<file path="src/rtl/cms_topk_table.sv">
// Top-K tracker: keeps the DEPTH keys with the largest values; supports a streamed drain (optional CMS_TOPK_CLEAR_ON_DRAIN_EN).
// Latency: accept -> kv_in_ready again in 2 cycles (no change) or DEPTH+2 (table changed, min rescan).
// Backpressure: kv_in_ready low outside IDLE or while drain_req is high; drain beats hold until kv_out_ready.
module cms_topk_table #(
    parameter int DEPTH       = 16,
    parameter int KEY_WIDTH   = 32,
    parameter int VALUE_WIDTH = 32,
    parameter int IDX_W       = $clog2(DEPTH)
) (
    input  logic                   ap_clk,
    input  logic                   ap_rst_n,
    input  logic [KEY_WIDTH-1:0]   kv_in_key,
    input  logic [VALUE_WIDTH-1:0] kv_in_value,
    input  logic                   kv_in_valid,
    output logic                   kv_in_ready,
    input  logic                   drain_req,
    output logic [KEY_WIDTH-1:0]   kv_out_key,
    output logic [VALUE_WIDTH-1:0] kv_out_value,
    output logic                   kv_out_valid,
    input  logic                   kv_out_ready,
    output logic                   kv_out_last,
    output logic                   drain_done,
    output logic [IDX_W:0]         occupancy,
    output logic [VALUE_WIDTH-1:0] min_value,
    output logic [31:0]            dropped_count
);

    typedef enum logic [1:0] {S_IDLE, S_LOOKUP, S_SCAN, S_DRAIN} state_t;

    state_t                 r_state, w_state_nxt;
    logic [KEY_WIDTH-1:0]   r_key [DEPTH];
    logic [VALUE_WIDTH-1:0] r_val [DEPTH];
    logic [DEPTH-1:0]       r_vld;
    logic [KEY_WIDTH-1:0]   r_cand_key;
    logic [VALUE_WIDTH-1:0] r_cand_val;
    logic [IDX_W-1:0]       r_idx;
    logic [IDX_W:0]         r_occ;
    logic [VALUE_WIDTH-1:0] r_min_value;
    logic [IDX_W-1:0]       r_min_idx;
    logic [31:0]            r_dropped;
    logic [VALUE_WIDTH-1:0] r_scan_min;
    logic [IDX_W-1:0]       r_scan_idx;
    logic                   r_scan_any;
    logic                   r_drain_done;

    logic                   w_hit, w_free, w_upd, w_ins, w_rep, w_drop;
    logic [IDX_W-1:0]       w_hit_idx, w_free_idx;
    logic                   w_more, w_cur_vld, w_out_vld, w_out_hs, w_drain_end;
    logic                   w_scan_take, w_scan_last, w_new_any;
    logic [VALUE_WIDTH-1:0] w_new_min;
    logic [IDX_W-1:0]       w_new_idx;

    // Descending loop so the lowest matching/free index wins.
    always_comb begin
        w_hit      = 1'b0;
        w_hit_idx  = '0;
        w_free     = 1'b0;
        w_free_idx = '0;
        for (int i = DEPTH - 1; i >= 0; i--) begin
            if (r_vld[i] && (r_key[i] == r_cand_key)) begin
                w_hit     = 1'b1;
                w_hit_idx = IDX_W'(i);
            end
            if (!r_vld[i]) begin
                w_free     = 1'b1;
                w_free_idx = IDX_W'(i);
            end
        end
    end

    assign w_upd  = w_hit && (r_cand_val > r_val[w_hit_idx]);
    assign w_ins  = !w_hit && w_free;
    assign w_rep  = !w_hit && !w_free && (r_cand_val > r_min_value);
    assign w_drop = !w_hit && !w_free && !(r_cand_val > r_min_value);

    always_comb begin
        w_more = 1'b0;
        for (int i = 0; i < DEPTH; i++) begin
            if (r_vld[i] && (i > int'(r_idx))) w_more = 1'b1;
        end
    end

    assign w_cur_vld   = r_vld[r_idx];
    assign w_out_vld   = (r_state == S_DRAIN) && w_cur_vld;
    assign w_out_hs    = w_out_vld && kv_out_ready;
    // Ends on the final handshake, or immediately once nothing valid remains at or above r_idx.
    assign w_drain_end = (r_state == S_DRAIN) && !w_more && (!w_cur_vld || kv_out_ready);

    assign w_scan_take = r_vld[r_idx] && (!r_scan_any || (r_val[r_idx] < r_scan_min));
    assign w_scan_last = (r_idx == IDX_W'(DEPTH - 1));
    assign w_new_any   = r_scan_any || w_scan_take;
    assign w_new_min   = w_scan_take ? r_val[r_idx] : r_scan_min;
    assign w_new_idx   = w_scan_take ? r_idx : r_scan_idx;

    always_ff @(posedge ap_clk or negedge ap_rst_n) begin
        if (!ap_rst_n) r_state <= S_IDLE;
        else           r_state <= w_state_nxt;
    end

    always_comb begin
        w_state_nxt = r_state;
        case (r_state)
            S_IDLE: begin
                if (drain_req)        w_state_nxt = S_DRAIN;
                else if (kv_in_valid) w_state_nxt = S_LOOKUP;
            end
            S_LOOKUP: w_state_nxt = (w_upd || w_ins || w_rep) ? S_SCAN : S_IDLE;
            S_SCAN:   if (w_scan_last) w_state_nxt = S_IDLE;
            S_DRAIN:  if (w_drain_end) w_state_nxt = S_IDLE;
            default:  w_state_nxt = S_IDLE;
        endcase
    end

    always_ff @(posedge ap_clk or negedge ap_rst_n) begin
        if (!ap_rst_n) begin
            for (int i = 0; i < DEPTH; i++) begin
                r_key[i] <= '0;
                r_val[i] <= '0;
            end
            r_vld        <= '0;
            r_cand_key   <= '0;
            r_cand_val   <= '0;
            r_idx        <= '0;
            r_occ        <= '0;
            r_min_value  <= '0;
            r_min_idx    <= '0;
            r_dropped    <= '0;
            r_scan_min   <= '0;
            r_scan_idx   <= '0;
            r_scan_any   <= 1'b0;
            r_drain_done <= 1'b0;
        end else begin
            r_drain_done <= w_drain_end;
            case (r_state)
                S_IDLE: begin
                    r_idx <= '0;
                    if (!drain_req && kv_in_valid) begin
                        r_cand_key <= kv_in_key;
                        r_cand_val <= kv_in_value;
                    end
                end
                S_LOOKUP: begin
                    r_idx      <= '0;
                    r_scan_any <= 1'b0;
                    r_scan_min <= '0;
                    r_scan_idx <= '0;
                    if (w_upd) begin
                        r_val[w_hit_idx] <= r_cand_val;
                    end else if (w_ins) begin
                        r_vld[w_free_idx] <= 1'b1;
                        r_key[w_free_idx] <= r_cand_key;
                        r_val[w_free_idx] <= r_cand_val;
                        r_occ             <= r_occ + (IDX_W+1)'(1);
                    end else if (w_rep) begin
                        r_key[r_min_idx] <= r_cand_key;
                        r_val[r_min_idx] <= r_cand_val;
                    end else if (w_drop && (r_dropped != '1)) begin
                        r_dropped <= r_dropped + 32'd1;
                    end
                end
                S_SCAN: begin
                    r_scan_any <= w_new_any;
                    r_scan_min <= w_new_min;
                    r_scan_idx <= w_new_idx;
                    r_idx      <= r_idx + IDX_W'(1);
                    if (w_scan_last) begin
                        r_min_value <= w_new_any ? w_new_min : '0;
                        r_min_idx   <= w_new_any ? w_new_idx : '0;
                    end
                end
                S_DRAIN: begin
                    if (!w_drain_end && (!w_cur_vld || kv_out_ready)) r_idx <= r_idx + IDX_W'(1);
`ifdef CMS_TOPK_CLEAR_ON_DRAIN_EN
                    if (w_out_hs) begin
                        r_vld[r_idx] <= 1'b0;
                        r_occ        <= r_occ - (IDX_W+1)'(1);
                    end
                    if (w_drain_end) begin
                        r_min_value <= '0;
                        r_min_idx   <= '0;
                    end
`endif
                end
                default: ;
            endcase
        end
    end

    // Ready is gated by reset so every output reads 0 while reset is held.
    assign kv_in_ready   = ap_rst_n && (r_state == S_IDLE) && !drain_req;
    assign kv_out_valid  = w_out_vld;
    assign kv_out_key    = w_out_vld ? r_key[r_idx] : '0;
    assign kv_out_value  = w_out_vld ? r_val[r_idx] : '0;
    assign kv_out_last   = w_out_vld && !w_more;
    assign drain_done    = r_drain_done;
    assign occupancy     = r_occ;
    assign min_value     = r_min_value;
    assign dropped_count = r_dropped;

endmodule

</file>
<file path="config.mk">
export PLATFORM = sky130hd
export DESIGN_NAME = cms_topk_table
export DESIGN_NICKNAME = d
export VERILOG_FILES = /design/src/rtl/cms_topk_table.sv
export SDC_FILE = /design/constraint.sdc
export NUM_CORES = 2
export LEC_CHECK = 0
export BUFFER_PORTS_ARGS = -buffer_cell sky130_fd_sc_hd__buf_2
export CORE_ASPECT_RATIO = 1.4
export CORE_MARGIN = 2
export CORE_UTILIZATION = 40
export DETAILED_ROUTE_END_ITERATION = 8
export PLACE_DENSITY = 0.57
export SETUP_SLACK_MARGIN = 0.4
export SYNTH_ARGS = -nofsm -noshare
export SYNTH_HDL_FRONTEND = slang
export SYNTH_SLANG_ARGS = --single-unit
</file>
<file path="constraint.sdc">
create_clock -name ap_clk -period 6.51 [get_ports ap_clk]
set_input_delay 1.302 -clock ap_clk [delete_from_list [all_inputs] [get_ports ap_clk]]
set_output_delay 1.302 -clock ap_clk [all_outputs]
set_load 0.01 [all_outputs]
</file>
# Word level (Yosys, flattened, before mapping)
# Index checks and enable logic that the tools add are counted.
word_totals:
  input_bits: 69
  ff_bits: 1221
  elab_cells: 309
  output_inout_bits: 137
classes:
  muxes: 125
  n_reduce_logical: 75
  order_cmp: 28
  n_eq_ne: 25
  n_bitwise: 8
  n_addsub: 3
ops:
  columns: ["cell", "n"]
  rows:
  - ["bitwise mux 512 bit", 5]
  - ["two-way mux 512 bit", 5]
  - ["equality test 32 bit", 16]
  - ["two-way mux 32 bit", 13]
  - ["binary-select mux 32 bit (select 4 bit)", 3]
  - ["demux 32 bit (select 4 bit)", 3]
  - ["two-way mux 4 bit", 35]
  - ["greater-than comparator 32 bit", 2]
  - ["one-hot mux 32 bit (2 select lines)", 1]
  - ["logical AND 1 bit", 50]
  - ["two-way mux 1 bit", 49]
  - ["adder 32 x 1 -> 32 bit, second input constant", 1]
  - ["greater-than comparator 4 bit, first input constant", 8]
  - ["less-than comparator 32 bit", 1]
  - ["!= test 32 bit, second input constant", 1]
  - ["greater-or-equal comparator 5 bit, second input constant", 4]
  - ["NOT 4 -> 5 bit", 4]
  - ["greater-than comparator 3 x 4 -> 1 bit, first input constant", 4]
  - ["OR 16 bit", 1]
  - ["less-than comparator 5 x 1 -> 1 bit, second input constant", 3]
  - ["one-hot mux 4 bit (3 select lines)", 1]
  - ["less-than comparator 4 x 5 -> 1 bit, second input constant", 2]
  - ["two-way mux 2 bit", 5]
  - ["AND reduction 3 bit", 3]
  - ["25 further kinds", 44]

# Depth between registers and ports, before layout
depth:
  ltp_word: 28
  depth_mapped: 33
  depth_no_buf: 23

# Worst setup path before layout
# No wires, ideal clock.
synth_timing:
  kind: "reg-to-reg"
  startpoint: "register r_cand_key[4]"
  endpoint: "register r_val[417] (netlist bit)"
  period_less_slack_ps: 6194
  t_arrival_ps: 6067
  required_ps: 6383
  path_stages_with_launch: 31
  path_buffers: 10
  slack_ps: 316
  path_cell_list: "dfrtp_1 buf_4 buf_6 xnor2_1 nand2_1 or4_1 or4_1 a21bo_2 buf_2 and3_1 buf_2 buf_4 buf_4 nand4_1 and4_1 a311oi_1 nand2_1 ha_1 a21o_1 a21o_1 a21oi_1 o21ai_0 a21oi_1 and4b_1 or3_1 buf_2 buf_2 buf_2 buf_1 a21oi_1 mux2_1"
synth_via:
  elab_chain_cells: 26
  word_cells_on_any_way: 84
  cone_classes: "order compare (3); eq/ne (16); mux (40); bitwise (1); reduce/logical (24)"
synth_rtl:
  columns: ["item", "line", "rtl"]
  rows:
  - ["from (decl)", "34", "logic [KEY_WIDTH-1:0] r_cand_key;"]
  - ["from (signal assigned)", "138", "r_cand_key <= kv_in_key;"]
  - ["equality test 32 bit", "60", "if (r_vld[i] && (r_key[i] == r_cand_key)) begin"]
  - ["logical AND 1 bit", "60", null]
  - ["two-way mux 4 bit (16 in series)", "60", null]
  - ["NOT 4 -> 5 bit (implied by the code)", "71, 148", null]
  - ["binary-select mux 32 bit (select 4 bit)", "71", "assign w_upd = w_hit && (r_cand_val > r_val[w_hit_idx]);"]
  - ["two-way mux 32 bit (implied by the code) (2 in series)", "71", null]
  - ["greater-than comparator 32 bit", "71", null]
  - ["logical AND 1 bit", "71", null]
  - ["nonzero test 3 bit (no line)", null, null]
  - ["AND reduction 2 bit (no line)", null, null]
  - ["to (signal, indexed assignment)", "148", "r_val[w_hit_idx] <= r_cand_val;"]
  - ["to (signal, indexed assignment)", "152", "r_val[w_free_idx] <= r_cand_val;"]
  - ["to (signal, indexed assignment)", "156", "r_val[r_min_idx] <= r_cand_val;"]
  - ["to (decl)", "32", "logic [VALUE_WIDTH-1:0] r_val [DEPTH];"]
# Parallel ways exist; a longest one is shown, timed or not. The select of a mux whose other input is x is not followed.
# A chain may end at the register's enable or synchronous reset.

# Worst setup path after layout
layout_timing:
  startpoint: "register r_cand_key[13]"
  endpoint: "register r_val[7] (netlist bit)"
# The elaborated chain is that of the path after synthesis.

==> results.ini <==
[grt]
grt_pass1_wl_mm = 474
grt_usage_pct = 36.1
grt_max_degree = 151
antenna_found_initial = 22
overflow = 0
grt_pass1_vias = 63000

[pwr]
peakVddDrop_v = 0.000400
p_leak_nw = 42.6
fin_total_pwr_mw = 42.6
power.density_nw_per_um2 = 457

[yosys]
yosys-top-cells-area = dfrtp_1 (42%), mux2_2 (9.2%), mux4_2 (6.5%)
synth_most_common_cell = dfrtp_1
syn_area_per_cell_um2 = 10.8
synth_fp_nets = 6876
yosys_register_bits = 1221
yosysSeqAreaShare_pct = 42.2
yosys_warnings = 0
async_reset_ff_share_pct = 100
synthCells = 6703
ys_types = 102
synth_top_area_share_pct = 42.2
synth_edf_count = 0
synthesis.area_um2 = 72400
synthFlopType = dfrtp_1
synth_commonest_cells = dfrtp_1 (1221), nand2_1 (814), mux2_2 (592)
yosysTopAreaCell = dfrtp_1

[placed_design]
pre_cts_ws_ns = -1.49
dpl-instance-area_um2 = 84400
dp.final_hpwl_mm = 242
portBuffers = 205
place_congestion = 1.00
dp_cells = 9820

[sta]
skew_ns = 0.0346
slew-limit-headroom_pct = 25.7
period_share_pct = 113
holdWs_ns = 0.443
post-route-min-period_ns = 7.36
tightest_slew_ns = 1.11
finalMaxSlewViolations = 0
rsz0062_at_grt = true
setup_tns_ns = -371.71
setup_viol = 513
finalWorstSetupSlack_ns = -0.852
hold_viol = 0
max_freq_ghz = 0.136

[clocking]
clk_pin_slew_ns = 0.06
cts_tree = done
cts-buffers-inserted = 140
clock_sinks = 1221
cts_root_buf = clkbuf_16
cts_max_level = 4
clockBufferDepth = 3
worstSkewPairLatency_ns = 0.83

[hold_path]
hp-class = in -> async

[routing]
drtIter0Drc = 6254
drc = 0
drtPass1Iterations = 6
wl_per_cell_um = 34.0
antenna_left = 0
postRouteWirelength_mm = 347
avgViaCountPerCell = 6.22
routed-via-count = 63500

[layout]
area_growth_pct = 28.7
drive_above_1_share_pct = 37.6
fin_cells = 10200
stdcell_area_um2 = 93100
finish.utilization_pct = 51.9
fill_cells = 16000
final_nets = 7930

[critical_path]
crit_family = simple AND/OR/NAND/NOR gates
rrSetupSlack_ns = -0.85
cp.required_ns = 7.26
cp.buffers_inverters = 16
cpMostUsedCell = buf_4
path_class = reg -> reg
cp-start-kind = flip-flop
crit_fanout = 11
critPathMaxStageDelay_ns = 0.50
crit_arrival_ns = 8.12
crit_slowest_cell = or4_4
worstSetupEndpointType = flip-flop

[floorplan]
die_area_um2 = 184000
die_h_um = 507
io_pins = 206
start_util_pct = 40.3
core-area_um2 = 180000
die_w_um = 364
row_count = 184

[flow_run]
cap_violations = 0

[outcome]
violations = negative setup slack
status = complete, but fails checks

==> metal layers <==
metal  global-route usage, %  vias up  part of all wire, %
met5                       0        -                0.036
met4                    33.6       18                   12
met3                    6.63     1267                  7.6
met2                    57.9     3422                   46
met1                    40.7    32200                   35
li1                        -    26600                    -
==> layout by cell type (no fill, tap or decap), types with 171 or more instances in the layout <==
cell       netlist  layout
a21oi_1        187     179
buf_2          148     204
buf_4           75    1030
clkbuf_16        0     171
dfrtp_1       1221    1209
mux2_2         592     577
mux2i_1        345     344
mux4_2         209     209
nand2_1        814     770
o21ai_0        347     261
xor2_1         394     387
==> worst paths after layout <==
check                           cells after the start           start             end
worst max register to register                     35  r_cand_key[13]        r_val[7]
worst min-delay path                                1        ap_rst_n  r_scan_min[19]
max in group asynchronous                           3        ap_rst_n      r_key[162]
min in group ap_clk                                 1    occupancy[4]    occupancy[4]
worst max-delay path                               35  r_cand_key[13]        r_val[7]
worst min register to register                      1    occupancy[4]    occupancy[4]
==> where the power goes <==
group	switching, mW	total (mW)	internal [mW]
combinational	13.3	22.8	9.54
sequential	1.87	11.2	9.33
clock	3.58	8.55	4.96
total	18.8	42.6	23.8
==> cell type report <==
class                           count  area (um^2)  share of cell area [%]
Multi-Input combinational cell   4764        40300                    43.3
Sequential cell                  1221        30600                    32.8
Timing Repair Buffer             1497        13900                    15.0
Clock buffer                      194         4000                    4.30
Tap cell                         2325         2910                    3.12
Clock inverter                     60          836                   0.898
Inverter                          133          502                   0.539
Antenna cell                        9         22.5                  0.0242
==> flip-flops by register name (all words and copies together) (netlist names) <==
signal / flops
r_cand_key: 32
occupancy: 5
r_vld: 16
r_cand_val: 32
dropped_count: 32
r_scan_idx: 4
r_scan_min: 32
r_state: 2
drain_done: 1
min_value: 32
r_scan_any: 1
r_idx: 4
r_val: 512
r_min_idx: 4
r_key: 512
==> cells by family after synthesis <==
family,synth area share (%)
AO/OA/AOI/OAI,9.51
XOR/XNOR,6.61
adder cells (fa/ha/maj),1.80
buffers and inverters,4.75
flip-flops,42.2
multiplexers,23.3
AND/OR/NAND/NOR,11.8
==> worst reg2reg max path: cells and delay by family, from the launching register on <==
family / cells / cell delay (ns)
AOI/OAI and AO/OA: 2 / 0.30
xor gates and xnor gates: 1 / 0.23
adders and majority gates: 1 / 0.31
buffers and inverters: 16 / 2.73
DFF: 1 / 0.42
muxes: 2 / 0.46
and+or+nand+nor: 13 / 2.88
==> what timing repair did <==
action	4_1_cts	5_1_grt
buffers inserted	44	31
pin swaps	40	96
endpoints found under the setup margin	513	516
hold endpoints to repair	0	0
gates resized for setup	218	328
hold buffers	0	0
cloned	14	31
Power figures use the tool's default switching activity.
